### config.mk
export PLATFORM = sky130hd
export DESIGN_NAME = multi_duck_game_logic
export DESIGN_NICKNAME = d
export VERILOG_FILES = /design/src/rtl/multi_duck_game_logic.sv
export SDC_FILE = /design/constraint.sdc
export NUM_CORES = 1
export LEC_CHECK = 0
export ABC_AREA = 1
export CORE_MARGIN = 5
export CORE_UTILIZATION = 32
export DETAILED_ROUTE_END_ITERATION = 7
export PLACE_DENSITY_LB_ADDON = 0.25
export SLEW_MARGIN = 10
export SYNTH_ARGS = -nofsm -noshare
export SYNTH_HDL_FRONTEND = slang
export SYNTH_SLANG_ARGS = --single-unit
export TNS_END_PERCENT = 30
### constraint.sdc
create_clock -name clk -period 4.8 [get_ports clk]
set_input_delay 0.48 -clock clk [delete_from_list [all_inputs] [get_ports clk]]
set_output_delay 0.48 -clock clk [all_outputs]
set_load 0.005 [all_outputs]
### src/rtl/multi_duck_game_logic.sv
// rtl/multi_duck_game_logic.sv - Duck Hunt round controller: ammo, score, hit test and phase FSM
//
// Purpose: tracks magazine and ammo pool, detects mouse button edges, tests
// the cursor against every active duck hitbox (lowest index wins), keeps a
// saturating kill score and sequences the round phases IDLE, COUNTDOWN,
// HUNTING, RELOADING, DEATH_DELAY and GAME_OVER.
//
// Optional feature: define GAME_AUTO_RELOAD_EN to reload automatically when a
// shot empties the magazine while rounds remain (the reload indicator then
// never rises). Without it only a right click reloads.
//
// Ports:
//   clk, rst_n                 clock, asynchronous active-low reset
//   mouse_xpos, mouse_ypos     cursor position (12 bit each)
//   left_mouse, right_mouse    shoot / reload button levels
//   game_enable                1 = game running, 0 = abort to IDLE
//   duck_xpos, duck_ypos       packed duck positions, duck i at [12*i +: 12]
//   duck_active                per-duck shootable flag
//   bullets_in_magazine        rounds currently loaded
//   bullets_left               total rounds remaining, magazine included
//   my_score                   saturating kill count
//   hunt_start                 high in HUNTING and RELOADING
//   show_reload_char           high while magazine empty and rounds remain
//   duck_killed                one-cycle kill pulse per duck
//   game_over                  high in GAME_OVER
module multi_duck_game_logic #(
  parameter int NUM_DUCKS     = 2,
  parameter int MAG_SIZE      = 3,
  parameter int TOTAL_AMMO    = 27,
  parameter int DUCK_W        = 96,
  parameter int DUCK_H        = 60,
  parameter int COUNTDOWN_CYC = 130_000_000,
  parameter int DEATH_CYC     = 130_000_000,
  parameter int RELOAD_CYC    = 65_000,
  parameter int SCORE_W       = 7
) (
  input  logic                            clk,
  input  logic                            rst_n,
  input  logic [11:0]                     mouse_xpos,
  input  logic [11:0]                     mouse_ypos,
  input  logic                            left_mouse,
  input  logic                            right_mouse,
  input  logic                            game_enable,
  input  logic [12*NUM_DUCKS-1:0]         duck_xpos,
  input  logic [12*NUM_DUCKS-1:0]         duck_ypos,
  input  logic [NUM_DUCKS-1:0]            duck_active,
  output logic [$clog2(MAG_SIZE+1)-1:0]   bullets_in_magazine,
  output logic [$clog2(TOTAL_AMMO+1)-1:0] bullets_left,
  output logic [SCORE_W-1:0]              my_score,
  output logic                            hunt_start,
  output logic                            show_reload_char,
  output logic [NUM_DUCKS-1:0]            duck_killed,
  output logic                            game_over
);

  localparam int MAG_W   = $clog2(MAG_SIZE+1);
  localparam int LEFT_W  = $clog2(TOTAL_AMMO+1);
  localparam int CNT_MAX = (COUNTDOWN_CYC > DEATH_CYC)
                         ? ((COUNTDOWN_CYC > RELOAD_CYC) ? COUNTDOWN_CYC : RELOAD_CYC)
                         : ((DEATH_CYC > RELOAD_CYC) ? DEATH_CYC : RELOAD_CYC);
  localparam int CNT_W   = $clog2(CNT_MAX+1);

  localparam logic [MAG_W-1:0]   MAG_FULL  = MAG_W'(MAG_SIZE);
  localparam logic [LEFT_W-1:0]  AMMO_FULL = LEFT_W'(TOTAL_AMMO);
  localparam logic [SCORE_W-1:0] SCORE_MAX = {SCORE_W{1'b1}};

`ifdef GAME_AUTO_RELOAD_EN
  localparam bit AUTO_RELOAD = 1'b1;
`else
  localparam bit AUTO_RELOAD = 1'b0;
`endif

  typedef enum logic [2:0] {
    S_IDLE,
    S_COUNTDOWN,
    S_HUNTING,
    S_RELOADING,
    S_DEATH_DELAY,
    S_GAME_OVER
  } state_t;

  state_t               state_q, state_d;
  logic [CNT_W-1:0]     cnt_q, cnt_d;
  logic [MAG_W-1:0]     mag_q, mag_d;
  logic [LEFT_W-1:0]    left_q, left_d;
  logic [SCORE_W-1:0]   score_q, score_d;
  logic                 left_prev_q, right_prev_q;
  logic                 hunt_start_q, hunt_start_d;
  logic                 show_reload_q, show_reload_d;
  logic                 game_over_q, game_over_d;
  logic [NUM_DUCKS-1:0] kill_q, kill_d;

  logic                 left_pe, right_pe;
  logic                 reload_ok;
  logic [NUM_DUCKS-1:0] hit_vec;
  logic                 hit_any;
  logic [12:0]          mx, my;

  // Magazine contents after a reload: as many rounds as fit, never more than remain.
  function automatic logic [MAG_W-1:0] reload_fill(input logic [LEFT_W-1:0] rounds);
    if (32'(rounds) >= 32'(MAG_SIZE)) begin
      return MAG_FULL;
    end
    return MAG_W'(rounds);
  endfunction

  assign left_pe  = left_mouse  & ~left_prev_q;
  assign right_pe = right_mouse & ~right_prev_q;

  // Reload only makes sense if it would actually add rounds to the magazine.
  assign reload_ok = (32'(mag_q) < 32'(MAG_SIZE)) && (32'(left_q) > 32'(mag_q));

  // Hitbox compare is done one bit wider so a duck near the right/bottom
  // screen edge does not wrap its far boundary back to small coordinates.
  assign mx = {1'b0, mouse_xpos};
  assign my = {1'b0, mouse_ypos};

  always_comb begin
    hit_vec = '0;
    hit_any = 1'b0;
    for (int i = 0; i < NUM_DUCKS; i++) begin
      if (!hit_any && duck_active[i]
          && (mx >= {1'b0, duck_xpos[12*i +: 12]})
          && (mx <  ({1'b0, duck_xpos[12*i +: 12]} + 13'(DUCK_W)))
          && (my >= {1'b0, duck_ypos[12*i +: 12]})
          && (my <  ({1'b0, duck_ypos[12*i +: 12]} + 13'(DUCK_H)))) begin
        hit_vec[i] = 1'b1;
        hit_any    = 1'b1;
      end
    end
  end

  always_comb begin
    state_d = state_q;
    cnt_d   = cnt_q;
    mag_d   = mag_q;
    left_d  = left_q;
    score_d = score_q;
    kill_d  = '0;

    if (!game_enable) begin
      state_d = S_IDLE;
      cnt_d   = '0;
      mag_d   = MAG_FULL;
      left_d  = AMMO_FULL;
      score_d = '0;
    end else begin
      case (state_q)
        S_IDLE: begin
          state_d = S_COUNTDOWN;
          cnt_d   = CNT_W'(COUNTDOWN_CYC);
          mag_d   = MAG_FULL;
          left_d  = AMMO_FULL;
          score_d = '0;
        end

        S_COUNTDOWN: begin
          if (cnt_q == '0) begin
            state_d = S_HUNTING;
          end else begin
            cnt_d = cnt_q - CNT_W'(1);
          end
        end

        S_HUNTING: begin
          if (left_q == '0) begin
            state_d = S_GAME_OVER;
          end else if (left_pe && (mag_q != '0)) begin
            // A taken shot always wins over a same-cycle reload request.
            mag_d  = mag_q - MAG_W'(1);
            left_d = left_q - LEFT_W'(1);
            if (hit_any) begin
              kill_d  = hit_vec;
              state_d = S_DEATH_DELAY;
              cnt_d   = CNT_W'(DEATH_CYC);
              if (score_q != SCORE_MAX) begin
                score_d = score_q + SCORE_W'(1);
              end
            end else if (AUTO_RELOAD && (mag_q == MAG_W'(1)) && (left_q > LEFT_W'(1))) begin
              state_d = S_RELOADING;
              cnt_d   = CNT_W'(RELOAD_CYC);
              mag_d   = reload_fill(left_q - LEFT_W'(1));
            end
          end else if (right_pe && reload_ok) begin
            state_d = S_RELOADING;
            cnt_d   = CNT_W'(RELOAD_CYC);
            mag_d   = reload_fill(left_q);
          end
        end

        S_RELOADING: begin
          if (cnt_q == '0) begin
            state_d = S_HUNTING;
          end else begin
            cnt_d = cnt_q - CNT_W'(1);
          end
        end

        S_DEATH_DELAY: begin
          if (cnt_q == '0) begin
            state_d = S_HUNTING;
            // A hit that emptied the magazine reloads once the pause is over.
            if (AUTO_RELOAD && (mag_q == '0) && (left_q != '0)) begin
              state_d = S_RELOADING;
              cnt_d   = CNT_W'(RELOAD_CYC);
              mag_d   = reload_fill(left_q);
            end
          end else begin
            cnt_d = cnt_q - CNT_W'(1);
          end
        end

        S_GAME_OVER: begin
          state_d = S_GAME_OVER;
        end

        default: begin
          state_d = S_IDLE;
        end
      endcase
    end

    hunt_start_d  = (state_d == S_HUNTING) || (state_d == S_RELOADING);
    game_over_d   = (state_d == S_GAME_OVER);
    show_reload_d = !AUTO_RELOAD && (mag_d == '0) && (left_d != '0);
  end

  always_ff @(posedge clk or negedge rst_n) begin
    if (!rst_n) begin
      state_q       <= S_IDLE;
      cnt_q         <= '0;
      mag_q         <= MAG_FULL;
      left_q        <= AMMO_FULL;
      score_q       <= '0;
      left_prev_q   <= 1'b0;
      right_prev_q  <= 1'b0;
      hunt_start_q  <= 1'b0;
      show_reload_q <= 1'b0;
      game_over_q   <= 1'b0;
      kill_q        <= '0;
    end else begin
      state_q       <= state_d;
      cnt_q         <= cnt_d;
      mag_q         <= mag_d;
      left_q        <= left_d;
      score_q       <= score_d;
      left_prev_q   <= left_mouse;
      right_prev_q  <= right_mouse;
      hunt_start_q  <= hunt_start_d;
      show_reload_q <= show_reload_d;
      game_over_q   <= game_over_d;
      kill_q        <= kill_d;
    end
  end

  assign bullets_in_magazine = mag_q;
  assign bullets_left        = left_q;
  assign my_score            = score_q;
  assign hunt_start          = hunt_start_q;
  assign show_reload_char    = show_reload_q;
  assign duck_killed         = kill_q;
  assign game_over           = game_over_q;

endmodule

==> results.md <==
- Post-CTS setup buffers: 0
- Mux share of post-synthesis cell area: 0
- Post-route setup slack: 1.50 ns
- Synth Area in Adders: 0.189
- Syn Inst Count: 880
- Largest cells by area after synthesis: ha_1 (19%), dfrtp_1 (18%), nand2_1 (11%)
- Total power: 1.35 mW
- Worst path top cell family by delay: buffers and inverters
- Fillers: 2111
- Count of final setup violators: 0
- Dpl cells: 1235
- Die area: 22300 um^2
- CP Buf/Inv Count: 3
- Root Buffer Master: clkbuf_16
- Cts repair resizes: 0
- Via/cell ratio: 4.57
- Simple-Gate Fraction of Synth Area: 0.299
- F_max: 303 MHz
- CTS tree: yes
- R2R Setup Slk: 2.17 ns
- Reg2reg path depth: 10
- Iter 0 DRT Violations: 216
- Measured slew at the worst slew-check pin: 0.687 ns
- Critical Path Fanout Max: 54
- WL/cell: 12.3 um
- Skew final: 0.00650 ns
- Max-slew violations: 0
- Residual DRC count: 0
- Commonest register cell after synthesis: dfrtp_1
- FP Rows: 51
- Outcome: complete, no violations
- VDD IR max: 0.150 mV
- Critical Path RT: 5.02 ns
- Clk_lat worst skew: 0.30 ns
- Fraction of layout cells with a size suffix above 1: 0.121
- Mapped Area: 6210 um^2
- IO buf count: 97
- Compound-Gate Fraction of Synth Area: 0.153
- TritonCTS Buffers: 5
- Largest family of logic cells by synthesized area: simple AND/OR/NAND/NOR gates
- Register area share after synthesis: 0.207
- Setup Crit Path Kind: in2reg
- Worst-path clk slew: 0.07 ns
- Initial Utilization: 0.322
- Sw frac: 0.358
- Max Root-Sink Buffers: 2
- First-pass GRT wire length: 25600 um
- Critical Path Source Type: input pin
- Synth Area in XOR/XNOR: 0.0522
- HP Class: in2async
- Yosys top cell area share: 0.189
- # hold bufs at CTS: 0
- EDFF count, synth: 0
- H-tree depth: 2
- Vias in the first global route: 5460
- Seq pwr share: 0.358
- GR Util All Layers: 0.137
- Power per cell area: 178 nW/um^2
- Synthesized flop and latch total: 51
- CTS sink cnt: 51
- Die X: 149 um
- Synthesized area per cell: 7.06 um^2
- Number of synthesis warnings: 0
- Drt pass-1 iters: 7
- Static Leak: 3.69 nW
- Via count: 5677
- Area delta synth->final: 22.4%
- Cell internal pwr: 868 uW
- Yosys cell types: 49
- Diodes inserted: 0
- Total congestion overflow after global routing: 0
- Setup crit end kind: register
- Most used cell, CP: nand2_1
- Post-Route WL: 15200 um
- Maxcap violations: 0
- Post-layout util: 0.394
- Max-slew headroom: 0.542
- Layout Nets: 1150
- Worst-path cell chain: clkdlybuf4s50_1 -> inv_1 -> ha_1 -> nand3_4 -> nand2_2 -> nor2_4 -> xor2_1 -> ha_1 -> nand2_1 -> o21ai_0 -> nand4_1 -> nand2_1 -> nor2_1 -> nand3_2 -> o31ai_4 -> o31ai_4 -> buf_12 -> nand2_1 -> o21ai_1
- Ys async rst share: 1.00
- Period utilisation layout: 0.688
- Final Instance Count excl. Fillers: 1243
- Tmin final: 3.30 ns
- Largest net degree at the start of global routing: 55
- Combinational group share of total power: 0.374
- Final hold vios: 0
- Final GP Congestion: 0.820
- Synth Net Count: 1053
- Initial antenna violation count: 0
- I/O pins: 98
- Critical Path Max Stage Delay: 0.48 ns
- Core area: 19300 um^2
- CP max stage cell: clkdlybuf4s50_1
- Post-route ant nets: 0
- Reg2reg start: bullets_in_magazine[0]
- Yosys top cell by area: ha_1
- Setup TNS: 0 ns
- Chip Height: 149 um
- DP HPWL: 12300 um
- Unrepaired setup endpoints after global routing: no
- CP arrival: 3.53 ns
- DP Worst Slack: 1.17 ns
- Reg-to-Reg End: show_reload_char
- Clock power share: 0.269
- Psw: 485 uW
## cells in the final DEF (no fill, tap or decap), types with 5 or more instances in the layout
cell type,count
nand2_1,174
inv_1,127
clkdlybuf4s50_1,96
nor2_1,95
ha_1,94
a21oi_1,45
dfrtp_1,45
nand3_1,42
xor2_1,32
o21ai_2,31
o21ai_0,30
nand2_2,26
nor3_1,13
nand4_1,12
inv_2,10
o21ai_1,9
nor2_2,7
o211ai_1,6
or2_2,6
dfstp_2,6
xnor2_1,5
nor4_1,5
clkbuf_16,5
## cells by family after synthesis
| family | after synthesis |
|---|---|
| and+or+nand+nor | 401 |
| adders and majority gates | 94 |
| DFF | 51 |
| AOI/OAI and AO/OA | 146 |
| buffers and inverters | 151 |
| xor gates and xnor gates | 37 |
## sequential cells by signal (all words and copies together) (netlist names)
name                 count
bullets_in_magazine      2
bullets_left             5
cnt_q                   27
duck_killed              2
game_over                1
hunt_start               1
left_prev_q              1
my_score                 7
right_prev_q             1
show_reload_char         1
state_q                  3
## layer usage
metal / share of wire / global-route usage / up-vias
met2: 0.44 / 0.223 / 99
met3: 0.047 / 0.0261 / 6
met5: 0 / 0 / -
met4: 0.0046 / 0.0188 / 0
met1: 0.51 / 0.195 / 2506
li1: - / - / 3066
## cells in the mapped netlist (all sizes together) (7+ instances only)
| library cell | count |
|---|---|
| nor2 | 107 |
| nor3 | 14 |
| nand4 | 13 |
| or2 | 7 |
| xor2 | 32 |
| dfrtp | 45 |
| nand2 | 201 |
| buf | 8 |
| o21ai | 70 |
| nand3 | 45 |
| inv | 139 |
| a21oi | 49 |
| ha | 94 |
## worst max path at each step
stage                              from          end  cells past startpoint
after CTS                  duck_ypos[2]     cnt_q[0]                     19
after floorplan            duck_ypos[2]     cnt_q[7]                     17
after detailed placement  duck_xpos[17]  my_score[6]                     17
final                      duck_ypos[2]    cnt_q[24]                     19
after global placement     duck_ypos[2]  my_score[6]                     20
after global routing       duck_ypos[2]     cnt_q[0]                     19
## power by group through the flow
stage	clock network [mW]	registers, mW	logic (mW)
global placement	0	0.492	0.503
detailed placement	0	0.491	0.509
finish	0.363	0.484	0.505
global route	0.389	0.488	0.585
CTS	0.371	0.483	0.512
floorplan	0	0.484	0.335
## per-stage QoR
step | hold slack, ns | area (um^2)
floorplan | 0.184 | 6210
global placement | 0.473 | 7460
detailed placement | 0.491 | 7460
CTS | 0.345 | 7600
global route | 0.402 | 7600
finish | 0.314 | 7600
## area by class of cell
class                           count  area [um^2]  area share
Timing Repair Buffer              101         1010       0.133
Multi-Input combinational cell    678         4310       0.566
Clock inverter                      2         12.5     0.00165
Clock buffer                        6          129      0.0170
Tap cell                          265          332      0.0436
Inverter                          140          531      0.0698
Sequential cell                    51         1280       0.169
No activity file was read; power rests on OpenSTA's default activity.
